### src/rtl/cmd_tx_if.sv
// Command-link bus between the host-side controller and the command
// transmitter: request inputs plus the serial line and status outputs.
interface cmd_tx_if;
   logic       send_go;
   logic       send_stop;
   logic [5:0] dest_ID;
   logic       TX;
   logic       busy;
   logic       tx_done;
   logic       pending;
   logic [7:0] last_cmd;

   // Host side: issues requests, observes line and status.
   modport master (
      output send_go, send_stop, dest_ID,
      input  TX, busy, tx_done, pending, last_cmd
   );

   // Transmitter side: consumes requests, drives line and status.
   modport slave (
      input  send_go, send_stop, dest_ID,
      output TX, busy, tx_done, pending, last_cmd
   );
endinterface

### src/rtl/cmd_tx.sv
// Command transmitter: turns go/stop requests into command bytes and sends
// them as UART 8N1 frames (start 0, data LSB first, stop 1), BAUD_DIV clocks
// per bit. Requests arriving while a frame is on the line are held in a
// one-deep, latest-wins pending slot and launched with no idle gap.
module cmd_tx #(
   parameter int BAUD_DIV = 2604
) (
   input  logic     clk,
   input  logic     rst,
   cmd_tx_if.slave  bus
);

   typedef enum logic [1:0] {
      ST_IDLE = 2'd0,
      ST_XMIT = 2'd1,
      ST_DONE = 2'd2
   } state_t;

   localparam logic [15:0] BAUD_LAST = 16'(BAUD_DIV - 1);
   localparam logic [3:0]  BIT_LAST  = 4'd9;

   // Command encoding; stop takes priority over go.
   function automatic logic [7:0] encode_cmd(input logic stop, input logic [5:0] dest);
      logic [7:0] b;
      if (stop) begin
         b = 8'h00;
      end else begin
         b = {2'b01, dest};
      end
      return b;
   endfunction

   state_t      state_q, state_d;
   logic [15:0] baud_q, baud_d;
   logic [3:0]  bit_q, bit_d;
   logic [7:0]  shift_q, shift_d;
   logic        tx_q, tx_d;
   logic        busy_q, busy_d;
   logic        done_q, done_d;
   logic        pend_q, pend_d;
   logic [7:0]  pend_byte_q, pend_byte_d;
   logic [7:0]  last_q, last_d;

   logic        req_s;
   logic [7:0]  req_byte_s;
   logic        launch_s;
   logic [7:0]  launch_byte_s;

   assign req_s      = bus.send_go | bus.send_stop;
   assign req_byte_s = encode_cmd(bus.send_stop, bus.dest_ID);

   // Next-state and output logic; a launch loads the shifter and drives the
   // start bit from the following cycle.
   always_comb begin
      state_d       = state_q;
      baud_d        = baud_q;
      bit_d         = bit_q;
      shift_d       = shift_q;
      tx_d          = tx_q;
      busy_d        = busy_q;
      done_d        = 1'b0;
      pend_d        = pend_q;
      pend_byte_d   = pend_byte_q;
      last_d        = last_q;
      launch_s      = 1'b0;
      launch_byte_s = 8'h00;

      case (state_q)
         ST_IDLE: begin
            if (req_s) begin
               launch_s      = 1'b1;
               launch_byte_s = req_byte_s;
               state_d       = ST_XMIT;
            end else begin
               state_d = ST_IDLE;
            end
         end

         ST_XMIT: begin
            // Any request on a busy line replaces the held one.
            if (req_s) begin
               pend_d      = 1'b1;
               pend_byte_d = req_byte_s;
            end else begin
               pend_d = pend_q;
            end

            if (baud_q == BAUD_LAST) begin
               baud_d = 16'd0;
               if (bit_q == BIT_LAST) begin
                  // Stop bit finished. The tx_done cycle becomes the first
                  // start-bit cycle of the next frame when something is
                  // waiting, so the launch is decided at this edge. A request
                  // in this very cycle is the latest one and wins.
                  state_d = ST_DONE;
                  done_d  = 1'b1;
                  if (req_s) begin
                     launch_s      = 1'b1;
                     launch_byte_s = req_byte_s;
                  end else if (pend_q) begin
                     launch_s      = 1'b1;
                     launch_byte_s = pend_byte_q;
                  end else begin
                     tx_d   = 1'b1;
                     busy_d = 1'b0;
                     bit_d  = 4'd0;
                  end
               end else begin
                  // Next bit: data bits come out LSB first; ones are shifted
                  // in behind them so the stop bit falls out naturally.
                  bit_d   = bit_q + 4'd1;
                  tx_d    = shift_q[0];
                  shift_d = {1'b1, shift_q[7:1]};
               end
            end else begin
               baud_d = baud_q + 16'd1;
            end
         end

         ST_DONE: begin
            if (busy_q) begin
               // Chained frame already started this cycle (baud count 0);
               // the held request is consumed, a new one takes its place.
               state_d = ST_XMIT;
               baud_d  = baud_q + 16'd1;
               pend_d  = req_s;
               if (req_s) begin
                  pend_byte_d = req_byte_s;
               end else begin
                  pend_byte_d = pend_byte_q;
               end
            end else if (req_s) begin
               // Nothing was pending: behave exactly like an idle request.
               launch_s      = 1'b1;
               launch_byte_s = req_byte_s;
               state_d       = ST_XMIT;
            end else begin
               state_d = ST_IDLE;
            end
         end

         default: begin
            state_d = ST_IDLE;
            baud_d  = 16'd0;
            bit_d   = 4'd0;
            tx_d    = 1'b1;
            busy_d  = 1'b0;
            pend_d  = 1'b0;
         end
      endcase

      if (launch_s) begin
         tx_d    = 1'b0;
         busy_d  = 1'b1;
         shift_d = launch_byte_s;
         last_d  = launch_byte_s;
         baud_d  = 16'd0;
         bit_d   = 4'd0;
      end else begin
         last_d = last_q;
      end
   end

   // State and output registers; reset abandons any frame in flight.
   always_ff @(posedge clk or posedge rst) begin
      if (rst) begin
         state_q     <= ST_IDLE;
         baud_q      <= 16'd0;
         bit_q       <= 4'd0;
         shift_q     <= 8'h00;
         tx_q        <= 1'b1;
         busy_q      <= 1'b0;
         done_q      <= 1'b0;
         pend_q      <= 1'b0;
         pend_byte_q <= 8'h00;
         last_q      <= 8'h00;
      end else begin
         state_q     <= state_d;
         baud_q      <= baud_d;
         bit_q       <= bit_d;
         shift_q     <= shift_d;
         tx_q        <= tx_d;
         busy_q      <= busy_d;
         done_q      <= done_d;
         pend_q      <= pend_d;
         pend_byte_q <= pend_byte_d;
         last_q      <= last_d;
      end
   end

   assign bus.TX       = tx_q;
   assign bus.busy     = busy_q;
   assign bus.tx_done  = done_q;
   assign bus.pending  = pend_q;
   assign bus.last_cmd = last_q;

endmodule

### src/flat_wrapper.sv
// flat-port wrapper written by rule: the top's interface ports become plain ports
module cmd_tx_flat 
#(
   parameter int BAUD_DIV = 2604
)
  (clk, rst, bus_send_go, bus_send_stop, bus_dest_ID, bus_TX, bus_busy, bus_tx_done, bus_pending, bus_last_cmd);
  cmd_tx_if bus_i ();
  input  logic clk;
  input  logic rst;
  input wire logic [$bits(bus_i.send_go)-1:0] bus_send_go;
  input wire logic [$bits(bus_i.send_stop)-1:0] bus_send_stop;
  input wire logic [$bits(bus_i.dest_ID)-1:0] bus_dest_ID;
  output wire logic [$bits(bus_i.TX)-1:0] bus_TX;
  output wire logic [$bits(bus_i.busy)-1:0] bus_busy;
  output wire logic [$bits(bus_i.tx_done)-1:0] bus_tx_done;
  output wire logic [$bits(bus_i.pending)-1:0] bus_pending;
  output wire logic [$bits(bus_i.last_cmd)-1:0] bus_last_cmd;
  assign bus_i.send_go = bus_send_go;
  assign bus_i.send_stop = bus_send_stop;
  assign bus_i.dest_ID = bus_dest_ID;
  assign bus_TX = bus_i.TX;
  assign bus_busy = bus_i.busy;
  assign bus_tx_done = bus_i.tx_done;
  assign bus_pending = bus_i.pending;
  assign bus_last_cmd = bus_i.last_cmd;
  cmd_tx #(.BAUD_DIV(BAUD_DIV)) u_core (.clk(clk), .rst(rst), .bus(bus_i));
endmodule
### config.mk
export PLATFORM = sky130hd
export DESIGN_NAME = cmd_tx_flat
export DESIGN_NICKNAME = d
export VERILOG_FILES = /design/src/rtl/cmd_tx_if.sv /design/src/rtl/cmd_tx.sv /design/src/flat_wrapper.sv
export SDC_FILE = /design/constraint.sdc
export NUM_CORES = 1
export LEC_CHECK = 0
export BUFFER_PORTS_ARGS = -buffer_cell sky130_fd_sc_hd__buf_2
export CORE_UTILIZATION = 50
export DETAILED_ROUTE_END_ITERATION = 6
export GPL_ROUTABILITY_DRIVEN = 0
export PLACE_DENSITY = 0.72
export RECOVER_POWER = 50
export SYNTH_ARGS = -nofsm -noshare
export SYNTH_HDL_FRONTEND = slang
export SYNTH_SLANG_ARGS = --single-unit
### constraint.sdc
create_clock -name clk -period 2.6 [get_ports clk]
set_input_delay 0.13 -clock clk [delete_from_list [all_inputs] [get_ports clk]]
set_output_delay 0.13 -clock clk [all_outputs]
set_load 0.05 [all_outputs]
==> results of run 1 <==
[worst reg2reg max path: cells and delay by family, from the launching register on]
| kind | cells | cell delay (ns) |
|---|---|---|
| mux | 1 | 0.31 |
| compound gates | 2 | 0.44 |
| buf+inv | 2 | 0.32 |
| flops | 1 | 0.42 |
| fa+ha+maj | 1 | 0.32 |
| simple gates | 2 | 0.50 |
[cell usage after synthesis, drive strengths merged (5+ instances only)]
library cell	number	area share [%]
dfrtp	47	44
nand2	28	3.9
nor2	26	3.7
o21ai	22	4.3
a21oi	19	3.6
nand3	12	2.3
inv	11	1.6
buf	9	2.4
nand4	9	2.1
nor3	8	1.5
ha	7	3.3
mux2	7	3.9
o2bb2ai	7	2.3
or4	7	2.0
a22o	6	2.0
clkbuf	5	0.70
[stage by stage]
step	hold slack [ns]	instance area, sq um	total power (uW)	worst slack [ns]
finish	0.0561	2990	1560	0.178
global route	0.0542	2990	1610	0.0781
CTS	0.0506	2990	1570	0.116
detailed placement	0.369	2830	836	0.152
global placement	0.369	2830	836	0.234
floorplan	0.216	2660	817	0.340
[worst min-delay path by stage]
| stage | startpoint | endpoint | slack (ns) | depth (start not counted) |
|---|---|---|---|---|
| after floorplan | bus_send_stop | u_core.pend_byte_q[6]$_DFFE_PP0P_ | 0.22 | 1 |
| after global placement | bus_send_stop | u_core.pend_byte_q[6]$_DFFE_PP0P_ | 0.37 | 2 |
| after detailed placement | bus_send_stop | u_core.pend_byte_q[6]$_DFFE_PP0P_ | 0.37 | 2 |
| after CTS | bus_send_stop | u_core.pend_byte_q[6]$_DFFE_PP0P_ | 0.05 | 2 |
| after global routing | bus_dest_ID[5] | u_core.pend_byte_q[5]$_DFFE_PP0P_ | 0.05 | 2 |
| final | bus_dest_ID[4] | u_core.pend_byte_q[4]$_DFFE_PP0P_ | 0.06 | 2 |
[cells by family (layout without fill, tap and decap cells)]
| family | count (synthesis) | in the layout | share of synthesized area, % |
|---|---|---|---|
| other | 1 | 1 | 0.141 |
| DFF | 48 | 48 | 45.1 |
| xor gates and xnor gates | 6 | 6 | 1.97 |
| AOI/OAI and AO/OA | 75 | 75 | 18.6 |
| adders and majority gates | 7 | 7 | 3.29 |
| and+or+nand+nor | 112 | 112 | 22.2 |
| buffers and inverters | 25 | 47 | 4.70 |
| muxes | 7 | 7 | 3.95 |
[what timing repair did]
item                                    in CTS  in global routing
resized for setup                            0                  1
hold endpoints to repair                     0                  0
endpoints found under the setup margin       0                  2
[power groups by stage]
stage / Combinational, uW / Clock, uW / Sequential, uW
after floorplan: 43.3 / 0 / 774
after global placement: 62.2 / 0 / 774
after detailed placement: 62.8 / 0 / 773
after CTS: 63.0 / 751 / 759
after global routing: 70.6 / 778 / 760
final: 61.4 / 738 / 759
[flip-flops by register name, summed over array words and instances, names as in the netlist]
name,count
u_core.state_q,2
u_core.bus.last_cmd,7
u_core.bit_q,4
u_core.bus.tx_done,1
u_core.bus.TX,1
u_core.shift_q,8
u_core.bus.busy,1
u_core.baud_q,16
u_core.bus.pending,1
u_core.pend_byte_q,7
[layer usage]
metal / share of wire, % / up-vias / wire length, microns / track usage, %
li1: - / 1069 / - / -
met5: 0 / - / 0 / 0
met2: 45 / 50 / 2490 / 33.4
met4: 1.6 / 0 / 90 / 7.76
met1: 49 / 1056 / 2740 / 30.8
met3: 4.2 / 8 / 235 / 3.75
[cells in the final DEF, fill, tap and decap left out, types with 2 or more instances in the layout]
cell        n
clkbuf_1    5
or3_1       2
or4_1       7
and4bb_2    2
buf_4       8
inv_1      11
dfrtp_1    47
nand2_1    28
and4_1      2
xnor2_1     4
and3_1      3
nand3_1    12
nor2_1     26
buf_2      15
or2_2       4
a21oi_1    19
clkbuf_8    5
o2bb2ai_1   7
xor2_1      2
nor4_1      2
nand4_1     9
a22oi_1     3
bufinv_16   3
o21a_1      2
o311ai_0    3
ha_1        7
nor3_1      8
o31ai_1     4
a22o_1      6
o21ai_0    21
nand3b_1    2
mux2_4      7
[layout make-up]
type / count / area (sq um)
inverters: 11 / 41.3
clock buffers: 5 / 68.8
well taps: 70 / 87.6
repair buffers: 28 / 154
multi-input cells: 208 / 1340
flip-flops and latches: 48 / 1200
fillers: 448 / 2120
clock inverters: 3 / 90.1
==> summary.md, run 1 <==
| Metric | Value |
|---|---|
| Reg2reg setup slack | `0.18 ns` |
| N_diodes | `0` |
| Routed WL | `5.55 mm` |
| Syn_nets | `298` |
| Gate power share | `3.9%` |
| Clock transition at the registers of the reported paths | `0.09 ns` |
| Top-Level Pins | `22` |
| Largest delay share family, worst path | `simple AND/OR/NAND/NOR gates` |
| Initial antenna violation count | `0` |
| Largest net degree at the start of global routing | `49` |
| Vias | `2,183` |
| Initial core utilization | `52.2%` |
| Die X | `75.0 microns` |
| Crit path depth | `8` |
| Worst hold path type | `in -> reg` |
| Crit-path cells | `inv_1 -> ha_1 -> nor2b_1 -> or2_2 -> a32oi_1 -> a221o_1 -> buf_4 -> mux2_4` |
| Slowest cell on crit path | `dfrtp_1` |
| Internal power | `1250 uW` |
| Critical Path End Type | `flop` |
| RSZ-0062 raised after global routing | `no` |
| Worst-path maximum fanout | `9` |
| Final Setup Violations | `0` |
| Fraction of layout cells with a size suffix above 1 | `16.2%` |
| Max IR drop VDD | `0.000302 V` |
| Maxcap violations | `1` |
| Die H | `~75 microns` |
| Num CTS Buffers | `5` |
| Layout Cells excl Fill | `between 300 and 400` |
| Routed Antenna Nets | `0` |
| Mean Syn Cell Area | `9.48 sq um` |
| Hold_buf cts | `0` |
| Gate Count Post-Synth | `281` |
| TritonCTS clock tree | `built` |
| Seq cells post-synth | `48` |
| Fin nets | `319` |
| Worst setup SP type | `flop` |
| CP Data Arrival Time | `2.60 ns` |
| Status | `finished with violations` |
| CP Buf/Inv Count | `2` |
| Minimum clock period | `2.42 ns` |
| Port bufs | `20` |
| Fmax achieved | `between 400 and 500 MHz` |
| Yosys warns | `0` |
| Reg2reg path depth | `8` |
| Fin Setup TNS | `0 ns` |
| Fin util | `58.5%` |
| Clock Latency Late Sink | `about 0.30 ns` |
| Top_reg_cell synth | `dfrtp_1` |
| Violated checks | `max-capacitance violations, max-slew violations` |
| Clock skew | `0.0114 ns` |
| Post-CTS setup buffer count | `0` |
| Placed insts | `between 300 and 400` |
| Die area | `approximately 5600 sq um` |
| Reg power frac | `48.7%` |
| Max clock buf depth | `2` |
| DRC Markers | `0` |
| Clock power frac | `about 47%` |
| Power Density | `around 520 nW/um^2` |
| Post-Syn Area | `between 2000 and 3000 sq um` |
| Critical path class | `reg -> reg` |
| Slowest cell delay on critical path | `0.42 ns` |
| Least-Margin Pin Slew | `~1.8 ns` |
| Critical Path End | `u_core.shift_q[3]$_DFFE_PP0P_` |
| NetSw | `just over 300 uW` |
| Tcrit/Tclk final | `93.1%` |
| Vias in the first global route | `slightly above 2,000` |
| TritonRoute pass-1 iters | `4` |
| Via density | `~5.9` |
| DP HPWL | `approximately 3.9 mm` |
| Global-route wire length before repair | `9.22 mm` |
| Worst relative slew slack | `-20.6%` |
| Critical Path Source | `u_core.state_q[0]$_DFFE_PP0P_` |
| Critical Path RT | `between 2 and 3 ns` |
| R2r endpoint | `u_core.shift_q[3]$_DFFE_PP0P_` |
| Post-DR wirelength/cell | `14.9 microns` |
| Clk root buf | `clkbuf_8` |
| Overflow after GRT | `0` |
| Synth cell types | `between 40 and 50` |
| CTS H-tree depth | `2` |
| Tot GR Track Use | `a little over a fifth` |
| Leak | `approximately 0.0014 uW` |
| Layout Area Growth over Synthesis | `12.1%` |
| Final hold violation count | `0` |
| Sequential fraction of the synthesis area | `45.1%` |
| Max-slew violations | `approximately 50` |
| DR iter-0 viols | `165` |
| Sw Ratio | `approximately 20%` |
| Core area | `5110 sq um` |
| Number of synthesized flops with an enable pin | `0` |
| Ys async rst share | `100%` |
| FP Rows | `26` |
| CTS Sinks | `48` |
| Worst reg2reg path startpoint | `u_core.state_q[0]$_DFFE_PP0P_` |
(Power assumes the default switching activity.)
==> run 2: changes to the inputs <==
Settings changed: ABC_AREA set to 1, PLACE_DENSITY 0.72 to 0.71.
==> summary.md, run 2 <==
| Metric | Value |
|---|---|
| Sequential fraction of the synthesis area | `roughly two fifths` |
| Tot GR Track Use | `25.0%` |
| DP HPWL | `between 5 and 6 mm` |
| N_diodes | `0` |
| Max reg flops | `16` |
| Max clock buf depth | `2` |
| Metal2 WL | `3.23 mm` |
| R2r endpoint | `u_core.shift_q[5]$_DFFE_PP0P_` |
| Least-Margin Pin Slew | `1.80 ns` |
| Worst setup SP type | `flop` |
| Wl on met1 | `3.27 mm` |
| Maxcap violations | `1` |
| Global-route wire length before repair | `~12 mm` |
| Reg2reg path depth | `13` |
| CTS Sinks | `48` |
| Ys async rst share | `100%` |
| Violated checks | `max-capacitance violations, max-slew violations` |
| Fmax achieved | `about 470 MHz` |
| Mean Syn Cell Area | `6.98 sq um` |
| Routed Antenna Nets | `0` |
| Fin Setup TNS | `0 ns` |
| Seq cells post-synth | `between 40 and 50` |
| Hold_buf cts | `0` |
| CTS H-tree depth | `2` |
| Core area | `5610 sq um` |
| Fraction of layout cells with a size suffix above 1 | `9.98%` |
| CP Data Arrival Time | `roughly 2.3 ns` |
| RSZ-0062 raised after global routing | `no` |
| Layout Area Growth over Synthesis | `9.84%` |
| Post-synthesis xor/xnor area fraction | `under 10%` |
| Slowest cell on crit path | `dfrtp_1` |
| Minimum clock period | `around 2.1 ns` |
| Routed WL | `7.07 mm` |
| Yosys warns | `0` |
| DRC Markers | `0` |
| Clk root buf | `clkbuf_8` |
| Top_reg_cell synth | `dfrtp_1` |
| FP Rows | `27` |
| Initial core utilization | `~53%` |
| TritonRoute pass-1 iters | `4` |
| Critical Path Source | `u_core.baud_q[0]$_DFFE_PP0P_` |
| Worst relative slew slack | `-20.3%` |
| Critical Path End Type | `flop` |
| Power Density | `875 nW/um^2` |
| Compound-cell area share of the yosys netlist | `8.88%` |
| Top-Level Pins | `22` |
| Max IR drop VDD | `slightly above 0.0006 V` |
| Syn_nets | `443` |
| Filler Cell Count | `554` |
| Leak | `0.00170 uW` |
| Post-synthesis simple-gate area fraction | `around 37%` |
| Num CTS Buffers | `5` |
| Hold Path Origin | `bus_send_stop` |
| Final Setup Violations | `0` |
| Critical path class | `reg -> reg` |
| Die H | `79.1 microns` |
| Most frequent cell after synthesis | `nand2_1` |
| Hold Crit Endpoint | `u_core.pend_byte_q[6]$_DFFE_PP0P_` |
| Reg2reg setup slack | `0.49 ns` |
| Max-slew violations | `49` |
| Largest net degree at the start of global routing | `49` |
| Final Instance Area | `3270 sq um` |
| Synth top area share | `39.5%` |
| Post-Syn Area | `between 2000 and 3000 sq um` |
| Commonest cells after routing, fill and taps aside | `nand2_1, dfrtp_1, nor2_1` |
| Vias in the first global route | `approximately 2,700` |
| Overflow after GRT | `0` |
| Top post-synthesis cells by area | `dfrtp_1, nand2_1, nor2_1` |
| Post-DR wirelength/cell | `13.5 microns` |
| DR iter-0 viols | `214` |
| Clock Latency Late Sink | `0.30 ns` |
| Slowest cell delay on critical path | `~0.43 ns` |
| Initial antenna violation count | `0` |
| Clock transition at the registers of the reported paths | `0.09 ns` |
| Commonest non-fill, non-tap cell in the layout | `nand2_1` |
| Post-CTS setup buffer count | `0` |
| Final Worst Setup Slack | `0.491 ns` |
| Dpl cell area | `3150 sq um` |
| Die X | `79.1 microns` |
| Cts repair resizes | `0` |
| Crit-path cells | `ha_1 -> nand2_1 -> inv_1 -> nand2_1 -> nor2_1 -> nand3_1 -> nand2_1 -> nand2_2 -> buf_4 -> nand2_2 -> nand2_2 -> nand2_1 -> nand2_1` |
| Dpl ws | `0.501 ns` |
| Tcrit/Tclk final | `81.1%` |
| Worst-path maximum fanout | `14` |
| Clock skew | `0.00893 ns` |
| Worst hold path type | `in -> reg` |
| Via density | `5.32` |
| Post-synth top area cell | `dfrtp_1` |
| Worst reg2reg path startpoint | `u_core.baud_q[0]$_DFFE_PP0P_` |
| Crit path top cell by count | `nand2_1` |
| Hold Crit Depth | `2` |
| Fin nets | `467` |
| Routed wl met3 | `~400 microns` |
| TritonCTS clock tree | `built` |
| Synth top cells by count | `nand2_1, dfrtp_1, nor2_1, inv_1, nand3_1` |
| Gate Count Post-Synth | `426` |
| Max layer used | `met4` |
| Largest regs | `u_core.baud_q x16, u_core.shift_q x8` |
| Placed insts | `515` |
| Critical Path RT | `2.80 ns` |
| Port bufs | `20` |
| Largest family of logic cells by synthesized area | `simple AND/OR/NAND/NOR gates` |
| Mux cell area share after synthesis | `0%` |
| Number of synthesized flops with an enable pin | `0` |
| Vias | `2,784` |
| Die area | `6260 sq um` |
| Synth Area in Adders | `2.94%` |
| Register with the most flip-flops | `u_core.baud_q` |
| Final hold violation count | `0` |
| Layout Cells excl Fill | `approximately 520` |
| Status | `finished with violations` |
| Synth cell types | `31` |
## run 2: cell types whose count changed after synthesis, moves of 9 or more
cell     delta
nor2_1     +15
nand4_1    +13
inv_1      +29
nand3_1    +18
o21ai_0     -9
nand2_1   +129
## run 2: cell families after synthesis
logic type	after synthesis
adders and majority gates	7
AOI/OAI and AO/OA	44
buffers and inverters	58
and+or+nand+nor	260
xor gates and xnor gates	8
DFF	48
other	1
## run 2: per-stage QoR
| stage | hold slack [ns] | util (%) | total power (uW) |
|---|---|---|---|
| 2_1_floorplan | 0.215 | - | 1980 |
| 3_3_place_gp | 0.357 | 56.2 | 2280 |
| 3_5_place_dp | 0.362 | 56.2 | 2300 |
| 4_1_cts | 0.0387 | 58.4 | 2870 |
| 5_1_grt | 0.0516 | 58.3 | 3050 |
| 6_report | 0.0398 | 58.3 | 2860 |
## run 2: cell type report
cell class              instances  area, sq um  area share, %
flip-flops and latches         48         1200           36.8
clock inverters                 2         38.8           1.19
inverters                      48          181           5.55
multi-input cells             320         1530           46.7
clock buffers                   6         82.6           2.53
well taps                      72         90.1           2.76
repair buffers                 27          146           4.48
## run 2: worst max-delay path, delay by kind of cell, from the launching register on
kind                     cells  cell delay [ns]
AND/OR/NAND/NOR             10             0.95
flip-flops                   1             0.43
adder cells (fa/ha/maj)      1             0.30
buffers and inverters        2             0.30
## run 2: worst max-delay path by stage
stage               cells past startpoint                            end
floorplan                              11   u_core.baud_q[0]$_DFFE_PP0P_
global placement                       12   u_core.baud_q[3]$_DFFE_PP0P_
detailed placement                     12  u_core.baud_q[15]$_DFFE_PP0P_
CTS                                    13  u_core.shift_q[5]$_DFFE_PP0P_
global route                           12  u_core.baud_q[11]$_DFFE_PP0P_
finish                                 13  u_core.shift_q[5]$_DFFE_PP0P_
## run 2: layer usage
| layer | global-route usage (%) | up-vias |
|---|---|---|
| li1 | - | 1415 |
| met1 | 31.7 | 1269 |
| met2 | 41.3 | 83 |
| met3 | 4.83 | 17 |
| met4 | 10.9 | 0 |
| met5 | 0 | - |
## run 2: power breakdown
group / switching [uW] / total [uW] / leakage, uW / internal, uW
sequential: 116 / 1040 / 0.000639 / 928
clock: 260 / 575 / 0.0000614 / 315
combinational: 919 / 1240 / 0.000995 / 321
total: 1290 / 2860 / 0.00170 / 1560
